<file path="config.mk">
export PLATFORM = sky130hd
export DESIGN_NAME = ct_piu_l2cif_rd_ctrl
export DESIGN_NICKNAME = d
export VERILOG_FILES = /design/src/rtl/ct_piu_l2cif_rd_ctrl_pkg.sv /design/src/rtl/ct_piu_l2cif_rd_ctrl_lat_cnt.sv /design/src/rtl/ct_piu_l2cif_rd_ctrl.sv
export SDC_FILE = /design/constraint.sdc
export NUM_CORES = 1
export LEC_CHECK = 0
export ABC_AREA = 1
export ABC_CLOCK_PERIOD_IN_PS = 1800
export CAP_MARGIN = 20
export CORE_AREA = 3 3 125 127
export CTS_BUF_LIST = sky130_fd_sc_hd__clkbuf_8
export CTS_CLUSTER_DIAMETER = 40
export DETAILED_ROUTE_END_ITERATION = 7
export DIE_AREA = 0 0 128 130
export DONT_BUFFER_PORTS = 1
export GPL_ROUTABILITY_DRIVEN = 0
export PLACE_DENSITY = 0.75
export SLEW_MARGIN = 15
export SYNTH_ARGS = -nofsm -noshare
export SYNTH_HDL_FRONTEND = slang
export SYNTH_SLANG_ARGS = --single-unit
</file>
<file path="constraint.sdc">
create_clock -name forever_cpuclk -period 1.8 [get_ports forever_cpuclk]
set_input_delay 0.36 -clock forever_cpuclk [delete_from_list [all_inputs] [get_ports forever_cpuclk]]
set_output_delay 0.36 -clock forever_cpuclk [all_outputs]
set_load 0.05 [all_outputs]
</file>
<file path="src/rtl/ct_piu_l2cif_rd_ctrl_pkg.sv">
`default_nettype none
// ============================================================================
// Module   : ct_piu_l2cif_rd_ctrl_pkg
// Brief    : Shared encodings for the L2 cache-interface read controller.
// Revision : 1.0 - initial release
// ============================================================================
package ct_piu_l2cif_rd_ctrl_pkg;

    localparam int L2_IDX_W            = 21;
    localparam int L2_WAY_W            = 4;
    localparam int L2_DATA_W           = 128;
    localparam int L2_CNT_W            = 3;
    localparam int L2_SEL_W            = 4;
    localparam int L2_RAM_LAT_DEFAULT  = 3;

    typedef logic [1:0] rd_state_t;

    localparam rd_state_t ST_IDLE = 2'd0;
    localparam rd_state_t ST_ARB  = 2'd1;
    localparam rd_state_t ST_WAIT = 2'd2;
    localparam rd_state_t ST_RESP = 2'd3;

    localparam logic [1:0] L2_ARR_TAG      = 2'd0;
    localparam logic [1:0] L2_ARR_TAG_ECC  = 2'd1;
    localparam logic [1:0] L2_ARR_DATA     = 2'd2;
    localparam logic [1:0] L2_ARR_DATA_ECC = 2'd3;

    // Select vector ordering is {data_ecc, data, tag_ecc, tag}.
    function automatic logic sel_is_onehot(input logic [L2_SEL_W-1:0] sel);
        return (sel != '0) && ((sel & (sel - 4'd1)) == '0);
    endfunction

    function automatic logic [1:0] sel_to_code(input logic [L2_SEL_W-1:0] sel);
        logic [1:0] code;
        code = L2_ARR_TAG;
        if (sel[1]) code = L2_ARR_TAG_ECC;
        if (sel[2]) code = L2_ARR_DATA;
        if (sel[3]) code = L2_ARR_DATA_ECC;
        return code;
    endfunction

endpackage
`default_nettype wire

</file>
<file path="src/rtl/ct_piu_l2cif_rd_ctrl_lat_cnt.sv">
`default_nettype none
// ============================================================================
// Module   : ct_piu_l2cif_lat_cnt
// Brief    : Loadable 3-bit down-counter timing the L2 RAM read latency.
// Revision : 1.0 - initial release
// ============================================================================
module ct_piu_l2cif_lat_cnt
    import ct_piu_l2cif_rd_ctrl_pkg::*;
(
    input  logic                forever_cpuclk,
    input  logic                cpurst_b,
    input  logic                load,
    input  logic [L2_CNT_W-1:0] load_val,
    input  logic                dec,
    output logic                done
);

    logic [L2_CNT_W-1:0] r_count;

    // Load wins over decrement; the count parks at zero rather than wrapping.
    always_ff @(posedge forever_cpuclk or negedge cpurst_b) begin
        if (!cpurst_b) begin
            r_count <= '0;
        end else if (load) begin
            r_count <= load_val;
        end else if (dec && (r_count != '0)) begin
            r_count <= r_count - 3'd1;
        end
    end

    assign done = (r_count == '0);

endmodule
`default_nettype wire

</file>
<file path="src/rtl/ct_piu_l2cif_rd_ctrl.sv">
`default_nettype none
// ============================================================================
// Module   : ct_piu_l2cif_rd_ctrl
// Brief    : Services PIU CSR direct reads of the L2 tag/data arrays.
// Revision : 1.0 - initial release
// ============================================================================
module ct_piu_l2cif_rd_ctrl
    import ct_piu_l2cif_rd_ctrl_pkg::*;
#(
    parameter int RAM_LAT = L2_RAM_LAT_DEFAULT,
    parameter int WAY_NUM = 16
)(
    input  logic                 forever_cpuclk,
    input  logic                 cpurst_b,
    input  logic                 piu_l2cif_read_req,
    input  logic                 piu_l2cif_read_tag,
    input  logic                 piu_l2cif_read_tag_ecc,
    input  logic                 piu_l2cif_read_data,
    input  logic                 piu_l2cif_read_data_ecc,
    input  logic [L2_IDX_W-1:0]  piu_l2cif_read_index,
    input  logic [L2_WAY_W-1:0]  piu_l2cif_read_way,
    output logic                 l2cif_piu_read_data_vld,
    output logic [L2_DATA_W-1:0] l2cif_piux_read_data,
    output logic                 l2_rd_arb_req,
    input  logic                 l2_rd_arb_gnt,
    output logic                 l2_rd_en,
    output logic [1:0]           l2_rd_array,
    output logic [L2_IDX_W-1:0]  l2_rd_index,
    output logic [L2_WAY_W-1:0]  l2_rd_way,
    input  logic [L2_DATA_W-1:0] l2_rd_rdata,
    output logic                 l2cif_rd_busy
);

    localparam logic [L2_CNT_W-1:0] LAT_LOAD = L2_CNT_W'(RAM_LAT - 1);

    rd_state_t              r_state;
    rd_state_t              w_state_nxt;
    logic [L2_SEL_W-1:0]    w_sel;
    logic                   w_req_legal;
    logic                   w_accept;
    logic                   w_cnt_done;
    logic                   w_arb_req;
    logic                   w_rd_en;
    logic                   w_vld;
    logic                   w_busy;
    logic [1:0]             r_array;
    logic [L2_IDX_W-1:0]    r_index;
    logic [L2_WAY_W-1:0]    r_way;
    logic [L2_DATA_W-1:0]   r_data;

    assign w_sel = {piu_l2cif_read_data_ecc, piu_l2cif_read_data,
                    piu_l2cif_read_tag_ecc,  piu_l2cif_read_tag};

    assign w_req_legal = sel_is_onehot(w_sel)
                      && ({28'd0, piu_l2cif_read_way} < 32'(WAY_NUM));

    // Requests arriving outside IDLE are dropped; upstream keeps one outstanding.
    assign w_accept = (r_state == ST_IDLE) && piu_l2cif_read_req;

    always_ff @(posedge forever_cpuclk or negedge cpurst_b) begin
        if (!cpurst_b) begin
            r_state <= ST_IDLE;
        end else begin
            r_state <= w_state_nxt;
        end
    end

    always_comb begin
        w_state_nxt = r_state;
        case (r_state)
            ST_IDLE: begin
                if (piu_l2cif_read_req) begin
                    w_state_nxt = w_req_legal ? ST_ARB : ST_RESP;
                end
            end
            ST_ARB: begin
                if (l2_rd_arb_gnt) begin
                    w_state_nxt = ST_WAIT;
                end
            end
            ST_WAIT: begin
                if (w_cnt_done) begin
                    w_state_nxt = ST_RESP;
                end
            end
            ST_RESP: begin
                w_state_nxt = ST_IDLE;
            end
            default: begin
                w_state_nxt = ST_IDLE;
            end
        endcase
    end

    always_comb begin
        w_arb_req = 1'b0;
        w_rd_en   = 1'b0;
        w_vld     = 1'b0;
        w_busy    = (r_state != ST_IDLE);
        case (r_state)
            ST_ARB: begin
                w_arb_req = 1'b1;
                w_rd_en   = l2_rd_arb_gnt;
            end
            ST_RESP: begin
                w_vld = 1'b1;
            end
            default: begin
            end
        endcase
    end

    // Read address is captured at acceptance so it is stable through rd_en.
    always_ff @(posedge forever_cpuclk or negedge cpurst_b) begin
        if (!cpurst_b) begin
            r_array <= L2_ARR_TAG;
            r_index <= '0;
            r_way   <= '0;
        end else if (w_accept) begin
            r_array <= sel_to_code(w_sel);
            r_index <= piu_l2cif_read_index;
            r_way   <= piu_l2cif_read_way;
        end
    end

    // Illegal requests answer with zero; legal ones return raw RAM data.
    always_ff @(posedge forever_cpuclk or negedge cpurst_b) begin
        if (!cpurst_b) begin
            r_data <= '0;
        end else if (w_accept && !w_req_legal) begin
            r_data <= '0;
        end else if ((r_state == ST_WAIT) && w_cnt_done) begin
            r_data <= l2_rd_rdata;
        end
    end

    ct_piu_l2cif_lat_cnt u_lat_cnt (
        .forever_cpuclk (forever_cpuclk),
        .cpurst_b       (cpurst_b),
        .load           (w_rd_en),
        .load_val       (LAT_LOAD),
        .dec            (r_state == ST_WAIT),
        .done           (w_cnt_done)
    );

    assign l2cif_piu_read_data_vld = w_vld;
    assign l2cif_piux_read_data    = r_data;
    assign l2_rd_arb_req           = w_arb_req;
    assign l2_rd_en                = w_rd_en;
    assign l2_rd_array             = r_array;
    assign l2_rd_index             = r_index;
    assign l2_rd_way               = r_way;
    assign l2cif_rd_busy           = w_busy;

endmodule
`default_nettype wire

</file>
# Yosys cells after proc, flatten, opt, wreduce, memory -nomap -nowiden
# Index checks and enable logic that the tools add are counted.
# word_totals
ff_bits	160
elab_cells	45
inputBits	161
n_memories	0
mem_bits_ro	0
latchBits	0
mem_bits_rw	0
out_inout_bits	159
# op_classes
add_sub_neg	2
n_reduce_logical	15
shifts	0
mul	0
div	0
muxes	15
n_lt_le_gt_ge	0
eq_ne	6
n_bitwise	1
# ops
operator	count
128-bit 2-to-1 mux	2
2-bit 2-to-1 mux	6
2-bit one-hot mux with 4 select lines	1
3-bit 2-to-1 mux	2
2-bit inequality test, second input constant	3
2-bit nonzero test	3
1-bit logical AND	5
4-bit bitwise AND	1
2-bit equality test, second input constant	2
4-bit zero test	1
1-bit 2-to-1 mux	4
4-bit nonzero test	1
4-bit by 1-bit subtractor with 4-bit output, second input constant	1
3-bit zero test	1
3-bit AND reduction	1
3-bit nonzero test	1
3-bit by 1-bit subtractor with 3-bit output, second input constant	1
2-bit by 1-bit equality test with 1-bit output, second input constant	1
2-bit zero test	1
1-bit zero test	1

# Depth between registers and ports, before layout
# Gate-level depths: netlist (run 1).
# depth
depth_word	7
depth_mapped	9
ltp_nobuf	9

# Cells and area by module
# A second synthesis (run 1) with hierarchy kept.
# hier_totals
hier_cells	896
area_unflattened_um2	7782.5
# modules_own_cells
mod	seq_area_each_um2	instances	cells_each	area_each_um2
ct_piu_l2cif_rd_ctrl	3928.8	1	869	7589.8
ct_piu_l2cif_lat_cnt	75.1	1	27	192.7

# Worst setup path after synthesis (run 1)
# Ideal clock, no wire load.
# synth_timing
path_type	register to output
startpoint	register r_state[1]
endpoint	output port l2_rd_en
n_path_buf	0
setup_slack_ns	-0.044
required_ns	1.440
path_stages_with_launch	5
arrival_time_ns	1.484
cell_sequence	dfrtp_1 -> inv_1 -> ha_1 -> nand2_1 -> inv_1
# synth_between
elab_chain_len	2
# synth_rtl
element	line	rtl
start, declared	ct_piu_l2cif_rd_ctrl.sv:36	rd_state_t r_state;
start signal, assigned	ct_piu_l2cif_rd_ctrl.sv:64	r_state <= w_state_nxt;
2-bit by 1-bit equality test with 1-bit output	ct_piu_l2cif_rd_ctrl.sv:100	case (r_state)
1-bit 2-to-1 mux	ct_piu_l2cif_rd_ctrl.sv:100	
end, declared	ct_piu_l2cif_rd_ctrl.sv:26	output logic l2_rd_en,
# Every way passes these cells.

# Worst setup path after layout (run 1)
# Same ends and word-level chain as after synthesis.

==> impl_metrics.prom, run 1 <==
# TYPE chip_impl_metric gauge
chip_impl_info{name="outcome",value="complete, but fails checks"} 1
chip_impl_info{name="failing_checks",value="negative hold slack"} 1
chip_impl_metric{name="nets",unit=""} 1040
chip_impl_metric{name="grt.total_usage",unit=""} 0.2306
chip_impl_metric{name="drv_cap",unit=""} 0
chip_impl_metric{name="ant_nets",unit=""} 0
chip_impl_metric{name="cts_hold_buffers",unit=""} 17
chip_impl_info{name="cp-endpoint",value="l2_rd_en"} 1
chip_impl_metric{name="detail_route.iter0.violations",unit=""} 356
chip_impl_metric{name="drive_above_1_share",unit=""} 0.09718
chip_impl_metric{name="vias",unit=""} 5986
chip_impl_metric{name="regToRegSetupSlack",unit="ns"} 0.15
chip_impl_metric{name="max_slew.worst_pin.slew",unit="ns"} 0.5503
chip_impl_metric{name="mappedNetlistArea",unit="sq um"} 7715
chip_impl_metric{name="grt_max_degree",unit=""} 161
chip_impl_metric{name="hpwlAfterDp",unit="microns"} 12920
chip_impl_metric{name="min_period",unit="ns"} 1.741
chip_impl_metric{name="seq_area_frac_synth",unit=""} 0.5190
chip_impl_metric{name="area_delta_synth_final",unit="%"} 9.796
chip_impl_metric{name="die-height",unit="microns"} 130
chip_impl_metric{name="chipWidth",unit="microns"} 128
chip_impl_metric{name="detail_route.wl_per_cell",unit="microns"} 18.69
chip_impl_metric{name="cts.reportedPaths.clkPinSlew",unit="ns"} 0.09
chip_impl_metric{name="leakage_power",unit="nW"} 4.467
chip_impl_metric{name="cts-htree-levels",unit=""} 4
chip_impl_metric{name="finalWorstSetupSlack",unit="ns"} 0.05889
chip_impl_info{name="setup.worst_path.start",value="r_state[1]"} 1
chip_impl_metric{name="synth.net_count",unit=""} 1049
chip_impl_info{name="clock_tree_root",value="sky130_fd_sc_hd__clkbuf_8"} 1
chip_impl_metric{name="placementRows",unit=""} 44
chip_impl_metric{name="globalRouteOverflowTotal",unit=""} 0
chip_impl_metric{name="finish.utilization",unit=""} 0.5828
chip_impl_info{name="hold_class",value="primary input to asynchronous set/reset pin"} 1
chip_impl_metric{name="ys_seq_elements",unit=""} 160
chip_impl_metric{name="drc",unit=""} 0
chip_impl_metric{name="portBuffers",unit=""} 0
chip_impl_metric{name="post_synth_inst_count",unit=""} 881
chip_impl_metric{name="detailedPlace.worstSlack",unit="ns"} 0.1621
chip_impl_metric{name="accumulated_negative_setup_slack",unit="ns"} 0
chip_impl_info{name="cts_tree",value="yes"} 1
chip_impl_metric{name="worstPathArrival",unit="ns"} 1.38
chip_impl_metric{name="drt_first_pass_iters",unit=""} 5
chip_impl_metric{name="fmax",unit="MHz"} 574.3
chip_impl_metric{name="maxSlewViolCount",unit=""} 0
chip_impl_metric{name="detail_route.wirelength",unit="microns"} 19980
chip_impl_metric{name="critical_path_fanout_max",unit=""} 3
chip_impl_metric{name="report.final.setup_viol",unit=""} 0
chip_impl_info{name="regToRegEndpoint",value="l2cif_piux_read_data[68]"} 1
chip_impl_metric{name="num_antenna_cells",unit=""} 0
chip_impl_info{name="layout_common_cells",value="sky130_fd_sc_hd__nand2_1 (345), sky130_fd_sc_hd__dfrtp_1 (158), sky130_fd_sc_hd__nand3_1 (131), sky130_fd_sc_hd__a21boi_1 (115), sky130_fd_sc_hd__clkbuf_8 (19)"} 1
chip_impl_metric{name="tritoncts_num_sinks",unit=""} 160
chip_impl_metric{name="ff2ff_path_depth",unit=""} 8
chip_impl_info{name="layout_commonest_cell",value="sky130_fd_sc_hd__nand2_1"} 1
chip_impl_metric{name="timing.slew.headroom",unit=""} 0.6331
chip_impl_metric{name="io-pin-count",unit=""} 320
chip_impl_metric{name="wire_length_of_the_first_global_routing_pass",unit="microns"} 30620
chip_impl_metric{name="powerDensity",unit="nW/um^2"} 1954
chip_impl_metric{name="p_total",unit="W"} 0.01655
chip_impl_metric{name="yosysUniqueCellTypes",unit=""} 19
chip_impl_metric{name="grt_antenna_before_repair",unit=""} 1
chip_impl_info{name="worst_setup_path_start_kind",value="flop"} 1
chip_impl_metric{name="clockBufferDepth",unit=""} 2
chip_impl_metric{name="post_drt_via_cell_ratio",unit=""} 5.600
chip_impl_info{name="critPathKind",value="flop to output port"} 1
chip_impl_metric{name="cp.required",unit="ns"} 1.44
chip_impl_metric{name="synthesis.yosys.warnings",unit=""} 0
chip_impl_metric{name="postSynthAreaPerCell",unit="sq um"} 8.757
chip_impl_metric{name="layout_worst_path_cycle_share",unit=""} 0.9673
chip_impl_metric{name="final_hold_violation_count",unit=""} 160
chip_impl_metric{name="whs",unit="ns"} -0.3957
chip_impl_metric{name="ir_drop",unit="mV"} 1.087
chip_impl_metric{name="cts_made_buffers",unit=""} 17
chip_impl_metric{name="initial_util",unit=""} 0.5308
chip_impl_metric{name="insertion_delay",unit="ns"} 0.43
chip_impl_metric{name="dieArea",unit="sq um"} 16640
chip_impl_metric{name="fin_skew",unit="ns"} 0.01210
chip_impl_metric{name="coreArea",unit="sq um"} 14530
chip_impl_info{name="crit_path_end_kind",value="output port"} 1
chip_impl_metric{name="grt_pass1_vias",unit=""} 5779
chip_impl_info{name="r2r-start",value="r_state[0]"} 1
==> registers in the layout, summed over array words and instances, names as in the netlist <==
register	cells
l2_rd_index	21
u_lat_cnt.r_count	3
r_state	2
l2_rd_way	4
l2cif_piux_read_data	128
l2_rd_array	2
==> how the worst min path moves through the flow <==
stage,from,to,slack (ns),cells after the start
after floorplan,cpurst_b,l2_rd_array[0],0.06,0
after detailed placement,cpurst_b,l2cif_piux_read_data[54],0.07,0
after CTS,cpurst_b,l2cif_piux_read_data[54],-0.43,0
final,cpurst_b,l2cif_piux_read_data[54],-0.40,0
after global routing,cpurst_b,l2cif_piux_read_data[54],-0.44,0
after global placement,cpurst_b,l2cif_piux_read_data[54],0.07,0
==> stage by stage <==
step                cell area [sq um]  instances  hold slack, ns
floorplan                        7717        881         0.06441
global route                     8471       1069         -0.4412
detailed placement               7772       1009         0.06793
CTS                              8402       1062         -0.4313
global placement                 7772       1009         0.06782
finish                           8471       1069         -0.3957
==> cells in the mapped netlist <==
| cell | count | area share |
|---|---|---|
| sky130_fd_sc_hd__a21boi_0 | 8 | 0.0078 |
| sky130_fd_sc_hd__a21boi_1 | 115 | 0.11 |
| sky130_fd_sc_hd__a21boi_2 | 5 | 0.0073 |
| sky130_fd_sc_hd__a21oi_1 | 3 | 0.0019 |
| sky130_fd_sc_hd__a31oi_1 | 1 | 0.00081 |
| sky130_fd_sc_hd__buf_2 | 30 | 0.019 |
| sky130_fd_sc_hd__buf_4 | 28 | 0.027 |
| sky130_fd_sc_hd__buf_6 | 15 | 0.022 |
| sky130_fd_sc_hd__clkbuf_1 | 3 | 0.0015 |
| sky130_fd_sc_hd__dfrtp_1 | 160 | 0.52 |
| sky130_fd_sc_hd__ha_1 | 7 | 0.011 |
| sky130_fd_sc_hd__inv_1 | 13 | 0.0063 |
| sky130_fd_sc_hd__inv_2 | 2 | 0.00097 |
| sky130_fd_sc_hd__nand2_1 | 347 | 0.17 |
| sky130_fd_sc_hd__nand2_2 | 4 | 0.0032 |
| sky130_fd_sc_hd__nand3_1 | 131 | 0.085 |
| sky130_fd_sc_hd__nor2_1 | 4 | 0.0019 |
| sky130_fd_sc_hd__o21ai_0 | 4 | 0.0026 |
| sky130_fd_sc_hd__o31ai_1 | 1 | 0.00097 |
==> layer usage <==
layer	vias to the layer above	part of all wire	global-route usage
li1	2836	-	-
met1	2842	0.38	0.2817
met2	273	0.50	0.3752
met3	33	0.098	0.09087
met4	2	0.023	0.08052
met5	-	0.0010	0
==> report_power, final <==
group | internal, W | switching [W] | total [W] | leakage [nW]
sequential | 0.00459 | 0.00428 | 0.00887 | 2.11
combinational | 0.00205 | 0.00297 | 0.00502 | 2.15
clock | 0.00131 | 0.00135 | 0.00266 | 0.208
==> critical path, stage by stage, from the launching register on <==
cell,delay [ns]
sky130_fd_sc_hd__dfrtp_2,0.44
sky130_fd_sc_hd__inv_4,0.09
sky130_fd_sc_hd__ha_4,0.15
sky130_fd_sc_hd__nand2_4,0.06
sky130_fd_sc_hd__inv_2,0.08
sky130_fd_sc_hd__buf_12,0.14
==> repair_timing <==
action,in CTS,in global routing
buffers inserted,4,7
resized for setup,10,4
setup endpoints to repair,3,34
pin swaps,0,2
hold endpoints to repair,177,160
==> cell type report <==
class	count	area, sq um
clock inverters	13	135.1
flip-flops and latches	160	4006
repair buffers	48	585.6
inverters	15	65.06
clock buffers	19	261.5
well taps	184	230.2
fillers	1266	6063
multi-input cells	630	3187
==> cell families (layout without fill, tap and decap cells) <==
group | Yosys count | after routing | synth area share
AOI/OAI and AO/OA | 137 | 137 | 0.1333
adders and majority gates | 7 | 7 | 0.01135
buffers and inverters | 91 | 95 | 0.07736
DFF | 160 | 160 | 0.5190
and+or+nand+nor | 486 | 486 | 0.2590
No activity file was read; power rests on OpenSTA's default activity.
==> run 2, diff against run 1 <==
Settings changed: ABC_AREA 1 to not set, CORE_AREA 3 3 125 127 to 3 3 123 125, DIE_AREA 0 0 128 130 to 0 0 126 128, PLACE_DENSITY 0.75 to 0.72, SYNTH_HIERARCHICAL set to 1.
==> run 2 against run 1 <==
  * The run still ends with negative hold slack left
  * Design area decreased by 8.6%
  * Critical endpoint is now l2cif_rd_busy
  * Sequential share of layout area rose by 4.4 points
  * Utilization shrank 3.0 points
  * Routed wire length decreased by 14%
  * Final cell count shrank 20%
  * Via count decreased by 20%
==> impl_metrics.prom, run 2 <==
# TYPE chip_impl_metric gauge
chip_impl_metric{name="multi_input_gate_area_in_the_final_layout",unit="sq um"} 2688
chip_impl_metric{name="report.final.setup_viol",unit=""} 0
chip_impl_metric{name="tritoncts_num_sinks",unit=""} 160
chip_impl_metric{name="detail_route.wl_per_cell",unit="microns"} 19.86
chip_impl_metric{name="wire_length_of_the_first_global_routing_pass",unit="microns"} 26510
chip_impl_metric{name="timing.slew.headroom",unit=""} 0.6349
chip_impl_metric{name="area_delta_synth_final",unit="%"} 10.03
chip_impl_info{name="grt_setup_unrepaired",value="true"} 1
chip_impl_metric{name="cts.reportedPaths.clkPinSlew",unit="ns"} 0.08
chip_impl_metric{name="post_synth_inst_count",unit=""} 666
chip_impl_info{name="critPathKind",value="flop to output port"} 1
chip_impl_metric{name="synth_top_cell_area_share",unit=""} 0.5692
chip_impl_info{name="synth.most_common_cell",value="sky130_fd_sc_hd__nand2_1"} 1
chip_impl_info{name="crit_path_end_kind",value="output port"} 1
chip_impl_metric{name="postSynthAreaPerCell",unit="sq um"} 10.56
chip_impl_metric{name="dieArea",unit="sq um"} 16130
chip_impl_metric{name="ant_nets",unit=""} 0
chip_impl_metric{name="critical_path.max_stage_delay",unit="ns"} 0.45
chip_impl_metric{name="num_antenna_cells",unit=""} 0
chip_impl_info{name="cp_max_stage_cell",value="sky130_fd_sc_hd__dfrtp_2"} 1
chip_impl_metric{name="vias",unit=""} 4795
chip_impl_metric{name="final_hold_violation_count",unit=""} 160
chip_impl_metric{name="portBuffers",unit=""} 0
chip_impl_metric{name="maxSlewViolCount",unit=""} 0
chip_impl_metric{name="insertion_delay",unit="ns"} 0.44
chip_impl_metric{name="grt_max_degree",unit=""} 161
chip_impl_metric{name="io-pin-count",unit=""} 320
chip_impl_metric{name="accumulated_negative_setup_slack",unit="ns"} 0
chip_impl_metric{name="synth_edf_count",unit=""} 0
chip_impl_metric{name="placementRows",unit=""} 43
chip_impl_info{name="cp_cell_sequence",value="inv_2, ha_4, clkinvlp_4"} 1
chip_impl_metric{name="layout.area.seq",unit="sq um"} 4005
chip_impl_metric{name="detail_route.wirelength",unit="microns"} 17080
chip_impl_info{name="cts_tree",value="yes"} 1
chip_impl_info{name="layout_commonest_cell",value="sky130_fd_sc_hd__nand2_1"} 1
chip_impl_metric{name="ys_seq_elements",unit=""} 160
chip_impl_metric{name="post_drt_via_cell_ratio",unit=""} 5.576
chip_impl_metric{name="fin_skew",unit="ns"} 0.01110
chip_impl_metric{name="async_s_r_ff_share_synth",unit=""} 1.000
chip_impl_info{name="outcome",value="complete, but fails checks"} 1
chip_impl_info{name="post_synth_main_area_contributors",value="sky130_fd_sc_hd__dfrtp_1 (57%), sky130_fd_sc_hd__nand2_1 (14%), sky130_fd_sc_hd__a21oi_2 (12%), sky130_fd_sc_hd__mux2_2 (4.0%), sky130_fd_sc_hd__buf_12 (3.1%)"} 1
chip_impl_metric{name="filler_cell_count",unit=""} 1224
chip_impl_metric{name="fmax",unit="MHz"} 565.1
chip_impl_metric{name="chipWidth",unit="microns"} 126
chip_impl_metric{name="seq_area_frac_synth",unit=""} 0.5692
chip_impl_info{name="hold_class",value="primary input to asynchronous set/reset pin"} 1
chip_impl_info{name="busiest_layer",value="met2"} 1
chip_impl_metric{name="detail_route.iter0.violations",unit=""} 276
chip_impl_metric{name="drv_cap",unit=""} 0
chip_impl_metric{name="grt_pass1_vias",unit=""} 5039
chip_impl_metric{name="largest_register_ff_count",unit=""} 128
chip_impl_info{name="synth_largest_area_cell",value="sky130_fd_sc_hd__dfrtp_1"} 1
chip_impl_info{name="critical-path-top-delay-family",value="flip-flops"} 1
chip_impl_metric{name="grt.total_usage",unit=""} 0.2080
chip_impl_metric{name="synthesis.yosys.warnings",unit=""} 6
chip_impl_metric{name="use_met3",unit=""} 0.08000
chip_impl_metric{name="die-height",unit="microns"} 128
chip_impl_info{name="clock_tree_root",value="sky130_fd_sc_hd__clkbuf_8"} 1
chip_impl_metric{name="max_slew.worst_pin.slew",unit="ns"} 0.5476
chip_impl_metric{name="hpwlAfterDp",unit="microns"} 11770
chip_impl_metric{name="globalRouteMet2Util",unit=""} 0.3587
chip_impl_metric{name="globalRouteOverflowTotal",unit=""} 0
chip_impl_info{name="synth_top_cells_by_count",value="sky130_fd_sc_hd__nand2_1 (263), sky130_fd_sc_hd__dfrtp_1 (160), sky130_fd_sc_hd__a21oi_2 (96)"} 1
chip_impl_metric{name="initial_util",unit=""} 0.5029
chip_impl_metric{name="grt_antenna_before_repair",unit=""} 0
chip_impl_metric{name="cts_made_buffers",unit=""} 17
chip_impl_info{name="layout_common_cells",value="sky130_fd_sc_hd__nand2_1 (256), sky130_fd_sc_hd__dfrtp_1 (159), sky130_fd_sc_hd__a21oi_2 (97), sky130_fd_sc_hd__a21oi_1 (27), sky130_fd_sc_hd__mux2_2 (25)"} 1
chip_impl_metric{name="clockBufferDepth",unit=""} 2
chip_impl_metric{name="drc",unit=""} 0
chip_impl_metric{name="whs",unit="ns"} -0.3843
chip_impl_info{name="worst_setup_path_start_kind",value="flop"} 1
chip_impl_metric{name="mappedNetlistArea",unit="sq um"} 7034
chip_impl_metric{name="cp_num_buf_inv",unit=""} 2
chip_impl_info{name="failing_checks",value="negative hold slack"} 1
chip_impl_metric{name="grt.met1_usage",unit=""} 0.2356
chip_impl_metric{name="worstPathArrival",unit="ns"} 1.41
chip_impl_metric{name="nets",unit=""} 838
chip_impl_metric{name="drive_above_1_share",unit=""} 0.2971
chip_impl_metric{name="layout_worst_path_cycle_share",unit=""} 0.9831
chip_impl_info{name="ys_dominant_reg_cell",value="sky130_fd_sc_hd__dfrtp_1"} 1
chip_impl_metric{name="cts-htree-levels",unit=""} 4
chip_impl_metric{name="drt_first_pass_iters",unit=""} 5
chip_impl_metric{name="critical_path_fanout_max",unit=""} 4
chip_impl_metric{name="yosysUniqueCellTypes",unit=""} 29
chip_impl_metric{name="coreArea",unit="sq um"} 13990
chip_impl_metric{name="cp.required",unit="ns"} 1.44
chip_impl_metric{name="min_period",unit="ns"} 1.770
## run 2: cell types whose count changed in the layout (fill, tap and decap cells not counted), sizes merged, moves of 4 or more
cell         change
mux2            +25
inv              -6
a21boi         -128
dlygate4sd3     -17
a21oi          +126
buf              -4
nand3          -131
nand2           -88
## run 2: cell type report
cell class,instances,share of cell area
well taps,180,0.02910
clock inverters,12,0.01908
flip-flops and latches,160,0.5175
repair buffers,29,0.05157
multi-input cells,452,0.3472
clock buffers,17,0.03023
inverters,10,0.005335
## run 2: stage by stage
step,cells,setup WS [ns],instance area (sq um),hold WS (ns),utilization
floorplan,667,0.07136,7043,0.06441,-
global placement,823,0.05786,7166,0.06785,0.5123
detailed placement,823,-0.07903,7166,0.06808,0.5123
CTS,857,-0.01010,7652,-0.4279,0.5470
global route,860,-0.06918,7740,-0.4366,0.5533
finish,860,0.03047,7740,-0.3843,0.5533
## run 2: metal layers
layer,vias up,share of wire
met5,-,0
met4,0,0.023
met3,32,0.090
met2,226,0.52
met1,2381,0.36
li1,2156,-
## run 2: cells by family (layout without fill, tap and decap cells)
kind of cell,Yosys count,count (layout),share of synthesized area
adder cells (fa/ha/maj),7,7,0.01245
AND/OR/NAND/NOR,275,275,0.1533
multiplexers,26,26,0.04144
other,2,3,0.001068
XOR/XNOR,1,1,0.001245
flip-flops,160,160,0.5692
AO/OA/AOI/OAI,140,140,0.1624
buffers and inverters,55,68,0.05887
## run 2: what timing repair did
item,in CTS,in global routing
resized for setup,11,12
endpoints found under the hold margin,160,160
buffers inserted,4,2
gates cloned,1,1
endpoints found under the setup margin,98,132
pin swaps,3,1
## run 2: final timing paths
check	slack (ns)	to	cells past startpoint	startpoint
setup / recovery	0.03	l2cif_rd_busy	3	r_state[0]
min in group forever_cpuclk	0.04	l2cif_piux_read_data[118]	2	l2_rd_rdata[118]
max in group asynchronous	1.95	l2cif_piux_read_data[1]	0	cpurst_b
setup reg to reg	0.05	l2cif_piux_read_data[25]	8	u_lat_cnt/r_count[0]
hold / removal	-0.38	l2_rd_index[19]	0	cpurst_b
hold reg to reg	0.59	u_lat_cnt/r_count[1]	2	u_lat_cnt/r_count[1]
Power of run 2 is not shown: default switching activity piles up to over one toggle a cycle in this logic, so the estimate is an artifact.
==> run 3, diff against run 2 <==
Settings changed: ABC_AREA set to 1, CORE_AREA 3 3 123 125 to 3 3 122 124, DIE_AREA 0 0 126 128 to 0 0 125 127, PLACE_DENSITY 0.72 to 0.79.
==> run 3 against run 2 <==
  * Sequential cell count unchanged
  * Synthesized cell count increased by 35%
  * The run ends with negative hold slack, negative setup slack left
  * Register-to-register slack improved by 0.02 ns
  * Die area decreased by 1.6%
  * Via count grew 30%
  * Critical path type unchanged
  * Hold slack worse by 0.035 ns
  * Utilization grew 6.9 points
  * Final cell count increased by 26%
==> impl_metrics.prom, run 3 <==
# TYPE chip_impl_metric gauge
chip_impl_metric{name="insertion_delay",unit="ns"} 0.46
chip_impl_metric{name="met2_wirelength",unit="microns"} 10450
chip_impl_metric{name="multiplexer_area_fraction_after_synthesis",unit=""} 0
chip_impl_metric{name="io-pin-count",unit=""} 320
chip_impl_metric{name="detail_route.wl_per_cell",unit="microns"} 19.80
chip_impl_metric{name="final_hold_violation_count",unit=""} 160
chip_impl_metric{name="grt_max_degree",unit=""} 161
chip_impl_info{name="outcome",value="complete, but fails checks"} 1
chip_impl_info{name="post_synth_main_area_contributors",value="sky130_fd_sc_hd__dfrtp_1 (51%), sky130_fd_sc_hd__nand2_1 (17%), sky130_fd_sc_hd__a21boi_1 (11%), sky130_fd_sc_hd__nand3_1 (8.6%), sky130_fd_sc_hd__buf_6 (3.8%)"} 1
chip_impl_metric{name="synthesis.yosys.warnings",unit=""} 6
chip_impl_info{name="ys_dominant_reg_cell",value="sky130_fd_sc_hd__dfrtp_1"} 1
chip_impl_info{name="crit_path_end_kind",value="output port"} 1
chip_impl_metric{name="post_drt_via_cell_ratio",unit=""} 5.734
chip_impl_metric{name="worstPathArrival",unit="ns"} 1.47
chip_impl_metric{name="async_s_r_ff_share_synth",unit=""} 1.000
chip_impl_metric{name="cts-htree-levels",unit=""} 4
chip_impl_metric{name="hpwlAfterDp",unit="microns"} 13100
chip_impl_metric{name="wire_length_of_the_first_global_routing_pass",unit="microns"} 32020
chip_impl_metric{name="synth_edf_count",unit=""} 0
chip_impl_metric{name="critical_path.max_stage_delay",unit="ns"} 0.37
chip_impl_metric{name="maxSlewViolCount",unit=""} 0
chip_impl_metric{name="min_period",unit="ns"} 1.832
chip_impl_metric{name="dp.cells",unit=""} 1020
chip_impl_info{name="hold_class",value="primary input to asynchronous set/reset pin"} 1
chip_impl_metric{name="fin_skew",unit="ns"} 0.008027
chip_impl_metric{name="layout_worst_path_cycle_share",unit=""} 1.018
chip_impl_metric{name="num_antenna_cells",unit=""} 0
chip_impl_info{name="grt_setup_unrepaired",value="true"} 1
chip_impl_metric{name="cts_made_buffers",unit=""} 17
chip_impl_metric{name="fmax",unit="MHz"} 545.9
chip_impl_metric{name="cts.reportedPaths.clkPinSlew",unit="ns"} 0.10
chip_impl_info{name="synth_largest_area_cell",value="sky130_fd_sc_hd__dfrtp_1"} 1
chip_impl_metric{name="grt_antenna_before_repair",unit=""} 0
chip_impl_metric{name="drv_cap",unit=""} 0
chip_impl_info{name="clock_tree_root",value="sky130_fd_sc_hd__clkbuf_8"} 1
chip_impl_metric{name="routed_wire_length_on_met3",unit="microns"} 2475
chip_impl_metric{name="synth_fa_ha_area_frac",unit=""} 0.01125
chip_impl_metric{name="regToRegSetupSlack",unit="ns"} 0.07
chip_impl_metric{name="chipWidth",unit="microns"} 125
chip_impl_metric{name="postSynthAreaPerCell",unit="sq um"} 8.686
chip_impl_metric{name="final-instance-count-excl-fill",unit=""} 1086
chip_impl_metric{name="globalRouteOverflowTotal",unit=""} 0
chip_impl_metric{name="dieArea",unit="sq um"} 15880
chip_impl_metric{name="drt_first_pass_iters",unit=""} 5
chip_impl_metric{name="synth_compound_gate_area_share",unit=""} 0.1301
chip_impl_metric{name="timing.slew.headroom",unit=""} 0.6297
chip_impl_metric{name="yosysUniqueCellTypes",unit=""} 19
chip_impl_metric{name="finalWorstSetupSlack",unit="ns"} -0.03173
chip_impl_metric{name="placementRows",unit=""} 43
chip_impl_metric{name="clockBufferDepth",unit=""} 2
chip_impl_metric{name="report.final.setup_viol",unit=""} 1
chip_impl_info{name="cp_max_stage_cell",value="sky130_fd_sc_hd__dfrtp_1"} 1
chip_impl_info{name="layout_commonest_cell",value="sky130_fd_sc_hd__nand2_1"} 1
chip_impl_metric{name="p_total",unit="W"} 0.01789
chip_impl_metric{name="mappedNetlistArea",unit="sq um"} 7782
chip_impl_info{name="cp_cell_sequence",value="inv_2, ha_2, nand2_2, clkinvlp_4"} 1
chip_impl_metric{name="vias",unit=""} 6227
chip_impl_info{name="failing_checks",value="negative hold slack, negative setup slack"} 1
chip_impl_info{name="cts_tree",value="yes"} 1
chip_impl_metric{name="drive_above_1_share",unit=""} 0.09051
chip_impl_metric{name="coreArea",unit="sq um"} 13880
chip_impl_metric{name="filler_cell_count",unit=""} 1127
chip_impl_metric{name="area_delta_synth_final",unit="%"} 10.98
chip_impl_metric{name="tritoncts_num_sinks",unit=""} 160
chip_impl_metric{name="cts_hold_buffers",unit=""} 24
chip_impl_metric{name="grt_pass1_vias",unit=""} 5998
chip_impl_metric{name="wl_met1",unit="microns"} 7819
chip_impl_metric{name="xor_and_xnor_fraction_of_the_mapped_netlist_area",unit=""} 0
chip_impl_metric{name="die-height",unit="microns"} 127
chip_impl_metric{name="portBuffers",unit=""} 0
chip_impl_metric{name="initial_util",unit=""} 0.5607
chip_impl_info{name="synth_top_family_by_area",value="simple AND/OR/NAND/NOR gates"} 1
chip_impl_info{name="layout_common_cells",value="sky130_fd_sc_hd__nand2_1 (356), sky130_fd_sc_hd__dfrtp_1 (160), sky130_fd_sc_hd__nand3_1 (133), sky130_fd_sc_hd__a21boi_1 (116), sky130_fd_sc_hd__dlygate4sd3_1 (24)"} 1
chip_impl_metric{name="synth_top_cell_area_share",unit=""} 0.5145
chip_impl_metric{name="largest_register_ff_count",unit=""} 128
chip_impl_metric{name="detail_route.iter0.violations",unit=""} 472
chip_impl_metric{name="ir_drop",unit="mV"} 1.115
chip_impl_metric{name="drc",unit=""} 0
chip_impl_metric{name="seq_area_frac_synth",unit=""} 0.5145
chip_impl_metric{name="whs",unit="ns"} -0.4196
chip_impl_info{name="critPathKind",value="flop to output port"} 1
chip_impl_metric{name="nets",unit=""} 1061
chip_impl_metric{name="yosys.area_share.simple",unit=""} 0.2637
chip_impl_info{name="synth.most_common_cell",value="sky130_fd_sc_hd__nand2_1"} 1
chip_impl_metric{name="post_synth_inst_count",unit=""} 896
chip_impl_metric{name="detail_route.wirelength",unit="microns"} 21500
chip_impl_info{name="top_layer_used",value="met4"} 1
chip_impl_info{name="synth_top_cells_by_count",value="sky130_fd_sc_hd__nand2_1 (357), sky130_fd_sc_hd__dfrtp_1 (160), sky130_fd_sc_hd__nand3_1 (133)"} 1
chip_impl_metric{name="ys_seq_elements",unit=""} 160
chip_impl_metric{name="critical_path_fanout_max",unit=""} 8
chip_impl_metric{name="max_slew.worst_pin.slew",unit="ns"} 0.5555
chip_impl_info{name="worst_setup_path_start_kind",value="flop"} 1
chip_impl_metric{name="ant_nets",unit=""} 0
chip_impl_metric{name="leakage_power",unit="nW"} 4.516
chip_impl_metric{name="grt.total_usage",unit=""} 0.2519
chip_impl_metric{name="powerDensity",unit="nW/um^2"} 2071
chip_impl_metric{name="cp.required",unit="ns"} 1.44
## run 3: per-stage QoR
stage	area, sq um	worst slack (ns)	hold slack (ns)	util	TNS (ns)
floorplan	7790	0.02091	0.06441	-	0
global placement	7777	0.1937	0.06758	0.5603	0
detailed placement	7777	0.1113	0.06782	0.5603	0
CTS	8469	-0.06318	-0.4492	0.6102	-0.06318
global route	8637	-0.1338	-0.4680	0.6222	-0.1859
finish	8637	-0.03173	-0.4196	0.6222	-0.03173
## run 3: worst max-delay path, delay by kind of cell (launching register included)
kind / cells / cell delay, ns
flip-flops: 1 / 0.37
buffers and inverters: 2 / 0.38
AND/OR/NAND/NOR: 1 / 0.07
adder cells (fa/ha/maj): 1 / 0.19
## run 3: layer usage
metal,GRT usage,vias up
met3,0.1095,57
met1,0.3049,2924
li1,-,2892
met5,0,-
met4,0.1065,0
met2,0.3973,354
## run 3: kinds of logic (layout without fill, tap and decap cells)
logic type	Yosys count	count (layout)
simple gates	499	499
flops	160	160
compound gates	135	135
buf+inv	93	102
fa+ha+maj	7	7
other cells	2	3
## run 3: power by group
| group | total (W) | switching (W) | internal (W) |
|---|---|---|---|
| sequential | 0.00937 | 0.00470 | 0.00467 |
| combinational | 0.00578 | 0.00343 | 0.00235 |
| clock | 0.00274 | 0.00147 | 0.00127 |
| total | 0.0179 | 0.00959 | 0.00830 |
## run 3: final timing paths
check                                            from                        to  cells after the start
setup / recovery                           r_state[1]                  l2_rd_en                      4
max in group asynchronous                    cpurst_b      u_lat_cnt/r_count[1]                      0
hold reg to reg                  u_lat_cnt/r_count[1]      u_lat_cnt/r_count[1]                      2
hold / removal                               cpurst_b  l2cif_piux_read_data[68]                      0
setup reg to reg                           r_state[0]  l2cif_piux_read_data[36]                      8
min in group forever_cpuclk  piu_l2cif_read_index[16]           l2_rd_index[16]                      2
## run 3: cell type report
cell class              instances  area, sq um  area share
repair buffers                 53        691.9     0.08011
clock buffers                  17        234.0     0.02709
inverters                      17        73.82    0.008547
flip-flops and latches        160         4004      0.4636
well taps                     180        225.2     0.02608
clock inverters                15        171.4     0.01985
multi-input cells             644         3237      0.3748
## run 3: repair_timing
item	in CTS	in global routing
buffers inserted	3	3
endpoints found under the setup margin	4	25
endpoints found under the hold margin	184	160
cloned	0	4
resized for setup	8	7
pin swaps	1	1
